### src/rtl/capture_trig_ctrl.sv
`timescale 1ns / 1ps
`default_nettype none
// ============================================================================
//  Module      : capture_trig_ctrl
//  Description : Write-side controller for the dual-port sample RAM (port A).
//                Streams accepted ADC samples into the RAM as a ring buffer,
//                holds a programmable pre-trigger depth, detects a level/edge
//                or software trigger, fills the post-trigger remainder and
//                reports the oldest-sample address for the port-B reader.
//  Ports       :
//    clk           single clock (also drives RAM port A clock)
//    rst           asynchronous reset, active-high
//    arm           1-cycle pulse, starts or restarts a capture
//    sample_in     unsigned ADC sample
//    sample_valid  sample_in is offered this cycle
//    trig_level    unsigned trigger threshold
//    trig_edge     0 = rising edge, 1 = falling edge
//    force_trig    1-cycle pulse, software trigger (ARMED only)
//    pretrig_len   pre-trigger sample count P, sampled on arm
//    ram_addr      RAM port A address
//    ram_wr_data   RAM port A write data
//    ram_wr_en     RAM port A write enable
//    busy          capture in progress (PREFILL/ARMED/POST)
//    trig_seen     trigger taken for the current capture
//    done          capture complete, RAM contents stable
//    start_addr    address of the oldest sample, valid while done=1
//  Revision    : 1.0  initial release
// ============================================================================
module capture_trig_ctrl #(
  parameter int ADDR_WIDTH = 13,
  parameter int DATA_WIDTH = 11
) (
  input  logic                  clk,
  input  logic                  rst,
  input  logic                  arm,
  input  logic [DATA_WIDTH-1:0] sample_in,
  input  logic                  sample_valid,
  input  logic [DATA_WIDTH-1:0] trig_level,
  input  logic                  trig_edge,
  input  logic                  force_trig,
  input  logic [ADDR_WIDTH-1:0] pretrig_len,
  output logic [ADDR_WIDTH-1:0] ram_addr,
  output logic [DATA_WIDTH-1:0] ram_wr_data,
  output logic                  ram_wr_en,
  output logic                  busy,
  output logic                  trig_seen,
  output logic                  done,
  output logic [ADDR_WIDTH-1:0] start_addr
);

  // Ring depth expressed one bit wider so DEPTH itself is representable.
  localparam logic [ADDR_WIDTH:0] c_depth    = {1'b1, {ADDR_WIDTH{1'b0}}};
  localparam logic [ADDR_WIDTH:0] c_cnt_one  = {{ADDR_WIDTH{1'b0}}, 1'b1};

  typedef enum logic [2:0] {
    S_IDLE    = 3'd0,
    S_PREFILL = 3'd1,
    S_ARMED   = 3'd2,
    S_POST    = 3'd3,
    S_DONE    = 3'd4
  } state_t;

  state_t                r_state;
  logic [ADDR_WIDTH-1:0] r_wp;          // next RAM write address
  logic [ADDR_WIDTH-1:0] r_p;           // pre-trigger depth latched at arm
  logic [ADDR_WIDTH:0]   r_cnt;         // samples written in current phase
  logic [DATA_WIDTH-1:0] r_prev;        // last accepted sample
  logic                  r_prev_valid;
  logic                  r_force_pend;
  logic [ADDR_WIDTH-1:0] r_trig_addr;

  logic                  w_capturing;
  logic                  w_accept;
  logic                  w_rise;
  logic                  w_fall;
  logic                  w_edge_hit;
  logic                  w_trig;
  logic [ADDR_WIDTH:0]   w_cnt_inc;
  logic [ADDR_WIDTH:0]   w_post_len;

  assign w_capturing = (r_state == S_PREFILL) || (r_state == S_ARMED) ||
                       (r_state == S_POST);

  // An arm in the same cycle wins: the offered sample is dropped.
  assign w_accept    = sample_valid && !arm && w_capturing;

  // Edge detection needs a previous sample from this capture.
  assign w_rise      = r_prev_valid && (r_prev < trig_level) &&
                       (sample_in >= trig_level);
  assign w_fall      = r_prev_valid && (r_prev > trig_level) &&
                       (sample_in <= trig_level);
  assign w_edge_hit  = trig_edge ? w_fall : w_rise;

  // A software trigger arriving with a valid sample triggers on that sample.
  assign w_trig      = (r_state == S_ARMED) && w_accept &&
                       (w_edge_hit || r_force_pend || force_trig);

  assign w_cnt_inc   = r_cnt + c_cnt_one;

  // Post-trigger sample count, trigger sample included. The pretrig_len port
  // width already bounds P to DEPTH-1, so at least one post sample remains.
  assign w_post_len  = c_depth - {1'b0, r_p};

  always_ff @(posedge clk or posedge rst) begin
    if (rst) begin
      r_state      <= S_IDLE;
      r_wp         <= '0;
      r_p          <= '0;
      r_cnt        <= '0;
      r_prev       <= '0;
      r_prev_valid <= 1'b0;
      r_force_pend <= 1'b0;
      r_trig_addr  <= '0;
      ram_addr     <= '0;
      ram_wr_data  <= '0;
      ram_wr_en    <= 1'b0;
      busy         <= 1'b0;
      trig_seen    <= 1'b0;
      done         <= 1'b0;
      start_addr   <= '0;
    end else begin
      ram_wr_en <= 1'b0;
      // Status flags follow the state one cycle later, so done rises one
      // cycle after the final write has been presented to the RAM.
      busy      <= w_capturing;
      done      <= (r_state == S_DONE);

      if (arm) begin
        r_wp         <= '0;
        r_p          <= pretrig_len;
        r_cnt        <= '0;
        r_prev_valid <= 1'b0;
        r_force_pend <= 1'b0;
        trig_seen    <= 1'b0;
        done         <= 1'b0;
        busy         <= 1'b1;
        r_state      <= (pretrig_len == '0) ? S_ARMED : S_PREFILL;
      end else begin
        if (w_accept) begin
          ram_addr     <= r_wp;
          ram_wr_data  <= sample_in;
          ram_wr_en    <= 1'b1;
          r_wp         <= r_wp + 1'b1;
          r_prev       <= sample_in;
          r_prev_valid <= 1'b1;
        end

        case (r_state)
          S_PREFILL: begin
            if (w_accept) begin
              if (w_cnt_inc == {1'b0, r_p}) begin
                r_state <= S_ARMED;
                r_cnt   <= '0;
              end else begin
                r_cnt   <= w_cnt_inc;
              end
            end
          end

          S_ARMED: begin
            if (w_trig) begin
              r_trig_addr  <= r_wp;
              trig_seen    <= 1'b1;
              r_force_pend <= 1'b0;
              r_cnt        <= c_cnt_one;
              // With maximum pre-trigger depth the trigger is the last write.
              r_state      <= (w_post_len == c_cnt_one) ? S_DONE : S_POST;
            end else if (force_trig) begin
              r_force_pend <= 1'b1;
            end
          end

          S_POST: begin
            if (w_accept) begin
              r_cnt <= w_cnt_inc;
              if (w_cnt_inc == w_post_len) begin
                r_state <= S_DONE;
              end
            end
          end

          S_DONE: begin
            // Oldest sample sits P entries before the trigger, mod DEPTH.
            start_addr <= r_trig_addr - r_p;
          end

          default: begin
          end
        endcase
      end
    end
  end

endmodule
`default_nettype wire

### config.mk
export PLATFORM = sky130hd
export DESIGN_NAME = capture_trig_ctrl
export DESIGN_NICKNAME = d
export VERILOG_FILES = /design/src/rtl/capture_trig_ctrl.sv
export SDC_FILE = /design/constraint.sdc
export NUM_CORES = 1
export LEC_CHECK = 0
export CORE_UTILIZATION = 50
export DETAILED_ROUTE_END_ITERATION = 10
export PLACE_DENSITY = 0.84
export SYNTH_ARGS = -nofsm -noshare
export SYNTH_HDL_FRONTEND = slang
export SYNTH_SLANG_ARGS = --single-unit
### constraint.sdc
create_clock -name clk -period 4.2 [get_ports clk]
set_input_delay 0.84 -clock clk [delete_from_list [all_inputs] [get_ports clk]]
set_output_delay 0.84 -clock clk [all_outputs]
set_load 0.02 [all_outputs]
; Yosys cells after proc, flatten, opt, wreduce, memory -nomap -nowiden
; Cells that the tools add are included.
[classes]
n_addsub = 4
magnitude_cmp = 4
n_eq_ne = 12
muxes = 31
n_bitwise = 1
reduce_logical = 26
[op_table]
columns = operator, count
row1 = $mux 14, 5
row2 = $pmux 14 s3, 1
row3 = $mux 13, 2
row4 = $mux 3, 7
row5 = $add 14x1->14 const B, 1
row6 = $eq 14x1->1 const B, 1
row7 = $eq 14x13->1, 1
row8 = $eq 14x14->1, 1
row9 = $mux 1, 14
row10 = $sub 14x13->14 const A, 1
row11 = $add 13x1->13 const B, 1
row12 = $logic_not 13->1, 1
row13 = $sub 13x13->13, 1
row14 = $ge 11x11->1, 1
row15 = $gt 11x11->1, 1
row16 = $le 11x11->1, 1
row17 = $lt 11x11->1, 1
row18 = $ne 3x3->1 const B, 3
row19 = $pmux 3 s3, 1
row20 = $logic_and 1x1->1, 8
row21 = $reduce_and 2->1, 4
row22 = $eq 3x2->1 const B, 2
row23 = $ne 3x2->1 const B, 2
row24 = $reduce_and 6->1, 1
row25 = other kinds (11), 16
[word_totals]
register_bits = 99
input_bits = 41
out_inout_bits = 41
wordCells = 92

; Longest topological paths before layout
; Gate-level depths: netlist of the first run.
[logic_depth]
word_depth = 10
mapped_depth = 12
depth_no_buf = 11

; Least setup slack after synthesis of the first run
; No wires, ideal clock.
[synth_path]
kind = input-to-reg
from = in trig_level[4]
to = reg r_trig_addr[0]
setup_time_ns = 0.125
t_arrival_ns = 3.064
t_required_ns = 4.075
path_slack_ns = 1.011
cell_stages = 11
path_buffers = 1
cell_sequence = inv_1 > ha_1 > a211o_1 > a21oi_1 > a21oi_1 > o211ai_1 > o2bb2ai_1 > a211o_1 > nand3_1 > clkbuf_1 > mux2_2
[synth_between]
elab_chain_cells = 8
elab_cells_between_ends = 13
cone_classes = order compare (4) / mux (1) / reduce/logical (8)
[synth_lines]
columns = element, line_no
row1 = start: declaration, 38  ; input logic [DATA_WIDTH-1:0] trig_level,
row2 = $lt 11x11->1 / $gt 11x11->1 (equally long branches), "88, 90"
row3 = $logic_and 1x1->1 (on tied branches) (2 in series), "88, 90"
row4 = $mux 1 (*), 92  ; assign w_edge_hit = trig_edge ? w_fall : w_rise;
row5 = $logic_or 1x1->1 (*) (2 in series), 96  ; (w_edge_hit || r_force_pend || force_trig);
row6 = $logic_and 1x1->1 (*), 95  ; assign w_trig = (r_state == S_ARMED) && w_accept &&
row7 = $reduce_and 3->1 (no line) (*), n/a
row8 = end signal: assignment, 162  ; r_trig_addr <= r_wp;
row9 = end: declaration, 70  ; logic [ADDR_WIDTH-1:0] r_trig_addr;
; Mark *: on every way between the ends. The rest lies on a longest branch, timed or not.
; A chain may end at the register's enable or synchronous reset.

; Final worst setup path of the first run
[layout_path]
from = in trig_level[8]
to = reg r_trig_addr[11]
; Same word-level chain as after synthesis.

==> results_dict.tcl, run 1 <==
set metrics [dict create \
    status "finished clean" \
    sequentialPowerShare_pct 38.0 \
    finClkSkew_ns 0.00535 \
    swShare_pct 35.9 \
    cts_tree "yes" \
    max-cap-violations 0 \
    ir_drop_mv 0.284 \
    seqCellArea_um2 2480 \
    clk_latency_ns 0.35 \
    pre_cts_slack_ns 0.367 \
    r2r-end "r_state[1]$_DFFE_PP0P_" \
    worstRegToRegCells 10 \
    fin_crit_sh_pct 82.7 \
    clk_pin_slew_worst_paths_ns 0.07 \
    dr_total_vias 5201 \
    final_cells 901 \
    end_kind "flop" \
    timing.reg2reg.setup_slack_ns 0.80 \
    multi_input_area_um2 3500 \
    worstMarginPinSlew_ns 0.912 \
    reg2reg_from "r_cnt[0]$_DFFE_PP0P_" \
    hold_end "start_addr[6]$_DFFE_PP0P_" \
    synth-compound-area-share_pct 15.9 \
    drtAntennaViolNets 0 \
    dpl.hpwl_um 11200 \
    clkPwrFrac_pct 24.6 \
    drtIter0Drc 294 \
    io_pins 82 \
    dr_wl_met3_um 714 \
    ys_ff_latch 99 \
    p_comb_share_pct 37.4 \
    crit_buf_inv 2 \
    syn_nets 740 \
    drt_pass1_iterations 5 \
    power.density_nw_per_um2 458 \
    finalSetupTns_ns 0 \
    finalPower_w 0.00344 \
    setup_slack_ns 0.727 \
    wl_um 14900 \
    p_leak_nw 3.31 \
    synth_xor_area_share_pct 8.08 \
    core_area_um2 12100 \
    gr-total-overflow 0 \
    synth-async-reset-ratio_pct 100 \
    min_from "start_addr[6]$_DFFE_PP0P_" \
    die-area_um2 13000 \
    antenna_cells 0 \
    holdPathStages 2 \
    cp.required_ns 4.43 \
    cts_resized 0 \
    grt_pass1_vias 5220 \
    yosys_warnings 0 \
    grt_max_degree 61 \
    synth_top_area_share_pct 39.6 \
    fp.dieH_um 114 \
    fmax_ghz 0.288 \
    worstSetupStartpointType "primary input" \
    start_util_pct 51.7 \
    cts.path.max_buffers 2 \
    num-fill-cells 1002 \
    grt_pass1_wl_um 25400 \
    rsz0062_at_grt "false" \
    io_buffers 81 \
    synthAdderAreaFrac_pct 7.92 \
    syn_to_final_growth_pct 19.9 \
    worstPathCellList "clkdlybuf4s50_1 > inv_1 > ha_1 > a21oi_1 > nor2_1 > a211oi_1 > o311ai_0 > o2bb2ai_1 > a211o_1 > nand3_1 > mux2_2" \
    slew_headroom_pct 39.2 \
    cts.sinks 99 \
    wl_per_cell_um 16.6 \
    root_buffer "clkbuf_16" \
    drt-met1-wl_um 6860 \
    p_int_w 0.00220 \
    cts_hold_buf 0 \
    rows 40 \
    ys_top_cells_by_area "dfrtp_1 40%, ha_1 7.6%, mux2_2 6.5%, o21ai_0 4.4%, xnor2_1 3.8%" \
    cp_top_family "compound AO/OA/AOI/OAI gates" \
    synth_edf_count 0 \
    cp_max_fo 14 \
    finalSetupViolCount 0 \
    via_per_inst 5.77 \
    period_needed_ns 3.47 \
    synth.mux.area_fraction_pct 7.12 \
    worstHoldPathType "flop to flop" \
    synth-simple-area-share_pct 16.9 \
    finalHoldViolCount 0 \
    synthCells 660 \
    slowest_stage "clkdlybuf4s50_1" \
    synth_top_cell_by_area "dfrtp_1" \
    met2WireLength_um 7020 \
    synth_area_per_cell_um2 9.48 \
    syn-cell-area_um2 6260 \
    ys_seq_area_share_pct 39.6 \
    die_x_um 114 \
    nNetsFinal 808 \
    final_core_util_pct 61.9 \
    dp_cells 885 \
    cts-htree-levels 3 \
    cts_setup_buffers 0 \
    gp_congestion 0.897 \
    synth_top_family_by_area "simple AND/OR/NAND/NOR gates" \
    slew_violations 0 \
    ys.flop_type "dfrtp_1" \
    antenna_found_initial 0 \
    top_layer "met4" \
    crit_arrival_ns 3.71 \
    cts_buffers 9 \
    drc 0 \
    synth_cell_types 62 \
    crit_type "primary input to flop" \
    layout-drive-gt1-share_pct 9.41 \
    max_stage_delay_ns 0.45 \
    grtUsageTotal_pct 24.7 \
    power_switching_w 0.00123 \
]
[logic make-up (layout without fill, tap and decap cells)]
family | count (synthesis) | after routing
AOI/OAI and AO/OA | 153 | 153
xor gates and xnor gates | 53 | 53
adders and majority gates | 39 | 39
buffers and inverters | 71 | 144
DFF | 99 | 99
muxes | 40 | 40
and+or+nand+nor | 205 | 205
[tightest hold or removal path, cell delays in order (launching register included)]
cell,delay [ns]
dfrtp_1,0.34
nand2_1,0.05
o21ai_0,0.06
[synth_stat cells (all sizes together), types with 5 or more instances]
cell,instances
nand4,17
nand2,54
nor3,10
mux2,36
and3,5
or3,9
xnor2,27
dfrtp,99
inv,39
buf,10
a21oi,27
nand3,14
o21a,5
nor2,49
o21ai,55
or4,5
ha,38
clkbuf,22
a211oi,5
xor2,23
nand2b,6
a31oi,7
o21bai,6
nor4,8
o31ai,15
nor2b,7
[layout make-up]
cell class / count / share of cell area (%)
Timing Repair Buffer: 89 / 11.5
Multi-Input combinational cell: 490 / 46.7
Clock inverter: 7 / 0.984
Clock buffer: 9 / 3.00
Inverter: 39 / 1.98
Sequential cell: 99 / 33.0
Tap cell: 168 / 2.80
[flip-flops by register name (all words and copies together), names as in the netlist]
signal / flops
ram_addr: 13
r_p: 13
r_prev: 11
busy: 1
r_wp: 13
r_prev_valid: 1
r_force_pend: 1
ram_wr_en: 1
r_cnt: 14
done: 1
r_trig_addr: 13
r_state: 3
start_addr: 13
trig_seen: 1
[cell usage in the layout (no fill, tap or decap), drive strengths merged, types with 14 or more instances in the layout]
master and instances:
dfrtp 99, inv 41, o31ai 15, ha 38
nand2 54, xnor2 27, xor2 23, nand3 14
mux2 36, a21oi 27, clkdlybuf4s50 80, nand4 17
o21ai 55, nor2 49
[power by group through the flow]
stage | clock network, W | registers, W | logic, W
2_1_floorplan | 0 | 0.00142 | 0.000658
3_3_place_gp | 0 | 0.00131 | 0.00123
3_5_place_dp | 0 | 0.00132 | 0.00127
4_1_cts | 0.000859 | 0.00130 | 0.00128
5_1_grt | 0.000898 | 0.00133 | 0.00141
6_report | 0.000846 | 0.00131 | 0.00128
[per-stage QoR]
| step | area [µm²] | hold WS (ns) |
|---|---|---|
| 2_1_floorplan | 6260 | 0.479 |
| 3_3_place_gp | 7200 | 0.464 |
| 3_5_place_dp | 7200 | 0.477 |
| 4_1_cts | 7500 | 0.492 |
| 5_1_grt | 7500 | 0.519 |
| 6_report | 7500 | 0.483 |
[routing by layer]
layer  global-route usage [%]  up-vias
li1                         -     2516
met1                     33.1     2508
met2                     40.0      151
met3                     4.36       26
met4                     9.61        0
met5                        0        -
[worst max-delay path by stage]
stage	start	to	slack (ns)	cells after the start
detailed placement	trig_level[4]	r_trig_addr[11]$_DFFE_PP0P_	0.37	11
global route	trig_level[8]	r_trig_addr[11]$_DFFE_PP0P_	0.50	11
global placement	trig_level[4]	r_trig_addr[5]$_DFFE_PP0P_	0.47	11
CTS	trig_level[4]	r_trig_addr[11]$_DFFE_PP0P_	0.75	11
finish	trig_level[8]	r_trig_addr[11]$_DFFE_PP0P_	0.73	11
floorplan	rst	busy$_DFF_PP0_	0.77	1
(Power assumes the default switching activity.)
==> run 2: changes to the inputs <==
==> constraint.sdc (replaced) <==
create_clock -name clk -period 3.4 [get_ports clk]
set_input_delay 0.68 -clock clk [delete_from_list [all_inputs] [get_ports clk]]
set_output_delay 0.68 -clock clk [all_outputs]
set_load 0.02 [all_outputs]
==> results_dict.tcl, run 2 (synthesized netlist as in run 1, its figures left out) <==
set metrics [dict create \
    via_per_inst 5.92 \
    die_x_um 114 \
    nNetsFinal 816 \
    setup_slack_ns 0.287 \
    cp-startpoint "trig_level[4]" \
    final_cell_mix "99 x dfrtp_1, 80 x clkdlybuf4s50_1, 55 x o21ai_0" \
    ir_drop_mv 0.435 \
    end_kind "flop" \
    die-area_um2 13000 \
    timing.reg2reg.setup_slack_ns 0.31 \
    cts_tree "yes" \
    rsz0062_at_grt "false" \
    r2r-end "r_state[1]$_DFFE_PP0P_" \
    cp.required_ns 3.64 \
    drtIter0Drc 394 \
    gr-total-overflow 0 \
    slew_headroom_pct 40.5 \
    endpoint "r_cnt[12]$_DFFE_PP0P_" \
    top_register "r_cnt" \
    rows 40 \
    grtUsageTotal_pct 25.7 \
    power.density_nw_per_um2 573 \
    layout-drive-gt1-share_pct 10.4 \
    root_buffer "clkbuf_16" \
    grt_pass1_wl_um 26300 \
    drt_pass1_iterations 5 \
    fmax_ghz 0.321 \
    finalHoldViolCount 0 \
    cts-htree-levels 3 \
    worstMarginPinSlew_ns 0.893 \
    grt_max_degree 72 \
    wl_per_cell_um 17.5 \
    gp_congestion 0.912 \
    cts.path.max_buffers 2 \
    reg2reg_from "r_cnt[1]$_DFFE_PP0P_" \
    final_core_util_pct 62.8 \
    largest_register_ffs 14 \
    antenna_cells 0 \
    antenna_found_initial 0 \
    syn_to_final_growth_pct 21.6 \
    start_util_pct 51.7 \
    worstSetupStartpointType "primary input" \
    num-fill-cells 1007 \
    io_pins 82 \
    drtAntennaViolNets 0 \
    layout_commonest_cell "dfrtp_1" \
    cts.sinks 99 \
    fp.dieH_um 114 \
    dr_total_vias 5383 \
    finalSetupViolCount 0 \
    cp_max_fo 9 \
    crit_arrival_ns 3.35 \
    slew_violations 0 \
    p_leak_nw 3.36 \
    worstHoldPathType "flop to flop" \
    cts_setup_buffers 0 \
    cts_hold_buf 0 \
    crit_type "primary input to flop" \
    wl_um 15900 \
    finClkSkew_ns 0.00643 \
    cts_resized 0 \
    clk_pin_slew_worst_paths_ns 0.07 \
    cts_buffers 9 \
    grt_pass1_vias 5388 \
    fin_crit_sh_pct 91.6 \
    period_needed_ns 3.11 \
    holdPathStages 2 \
    clk_latency_ns 0.36 \
    io_buffers 81 \
    max-cap-violations 0 \
    core_area_um2 12100 \
    worstRegToRegCells 9 \
    pre_cts_slack_ns -0.0655 \
    status "finished clean" \
    drc 0 \
    dpl.hpwl_um 11900 \
]
==> run 2: cell types whose count changed in the layout (fill, tap and decap cells not counted) <==
cell	previous run	this run
buf_4	8	14
clkinv_2	3	0
buf_12	0	2
inv_6	1	3
clkbuf_8	0	1
clkinv_8	0	1
inv_8	1	0
==> run 2: worst min-delay path by stage <==
stage / from / end / slack [ns]
floorplan: r_trig_addr[0]$_DFFE_PP0P_ / r_trig_addr[0]$_DFFE_PP0P_ / 0.48
global placement: start_addr[5]$_DFFE_PP0P_ / start_addr[5]$_DFFE_PP0P_ / 0.46
detailed placement: start_addr[6]$_DFFE_PP0P_ / start_addr[6]$_DFFE_PP0P_ / 0.47
CTS: start_addr[6]$_DFFE_PP0P_ / start_addr[6]$_DFFE_PP0P_ / 0.49
global route: start_addr[6]$_DFFE_PP0P_ / start_addr[6]$_DFFE_PP0P_ / 0.50
finish: start_addr[6]$_DFFE_PP0P_ / start_addr[6]$_DFFE_PP0P_ / 0.48
==> run 2: metal layers <==
layer | vias up | routed length (µm) | share of wire, % | GRT usage, %
met1 | 2582 | 6920 | 44 | 32.5
met5 | - | 0 | 0 | 0
li1 | 2525 | - | - | -
met3 | 42 | 1110 | 7.0 | 6.70
met2 | 234 | 7490 | 47 | 43.0
met4 | 0 | 345 | 2.2 | 8.57
==> run 2: worst max-delay path, stage by stage <==
cell             delay [ns]
clkdlybuf4s50_1        0.45
inv_1                  0.05
ha_1                   0.32
a211o_1                0.30
a21oi_1                0.14
a21oi_1                0.10
nor3_1                 0.17
o2bb2ai_1              0.17
o21ai_0                0.12
buf_4                  0.16
or2_2                  0.39
o41ai_1                0.30
==> run 2: power by group <==
group / leakage [nW] / switching [W] / total (W) / internal [W]
Sequential: 1.31 / 0.000204 / 0.00160 / 0.00140
Combinational: 1.90 / 0.000875 / 0.00166 / 0.000781
Clock: 0.157 / 0.000491 / 0.00110 / 0.000607
Total: 3.36 / 0.00157 / 0.00436 / 0.00279
==> run 2: cell type report <==
| cell class | count | area [µm²] | area share (%) |
|---|---|---|---|
| multi-input combinational | 490 | 3500 | 46.0 |
| sequential | 99 | 2480 | 32.6 |
| timing repair buffer | 97 | 951 | 12.5 |
| clock buffer | 10 | 239 | 3.14 |
| tap | 168 | 210 | 2.76 |
| inverter | 39 | 149 | 1.96 |
| clock inverter | 6 | 81.3 | 1.07 |
==> run 2: per-stage QoR <==
| stage | std cells | total power, W | TNS, ns | area (µm²) | hold slack (ns) |
|---|---|---|---|---|---|
| 6_report | 909 | 0.00436 | 0 | 7610 | 0.480 |
| 5_1_grt | 909 | 0.00459 | 0 | 7610 | 0.502 |
| 4_1_cts | 909 | 0.00437 | 0 | 7610 | 0.486 |
| 3_5_place_dp | 893 | 0.00325 | -0.216 | 7290 | 0.470 |
| 3_3_place_gp | 893 | 0.00319 | 0 | 7290 | 0.461 |
| 2_1_floorplan | 660 | 0.00257 | 0 | 6260 | 0.479 |
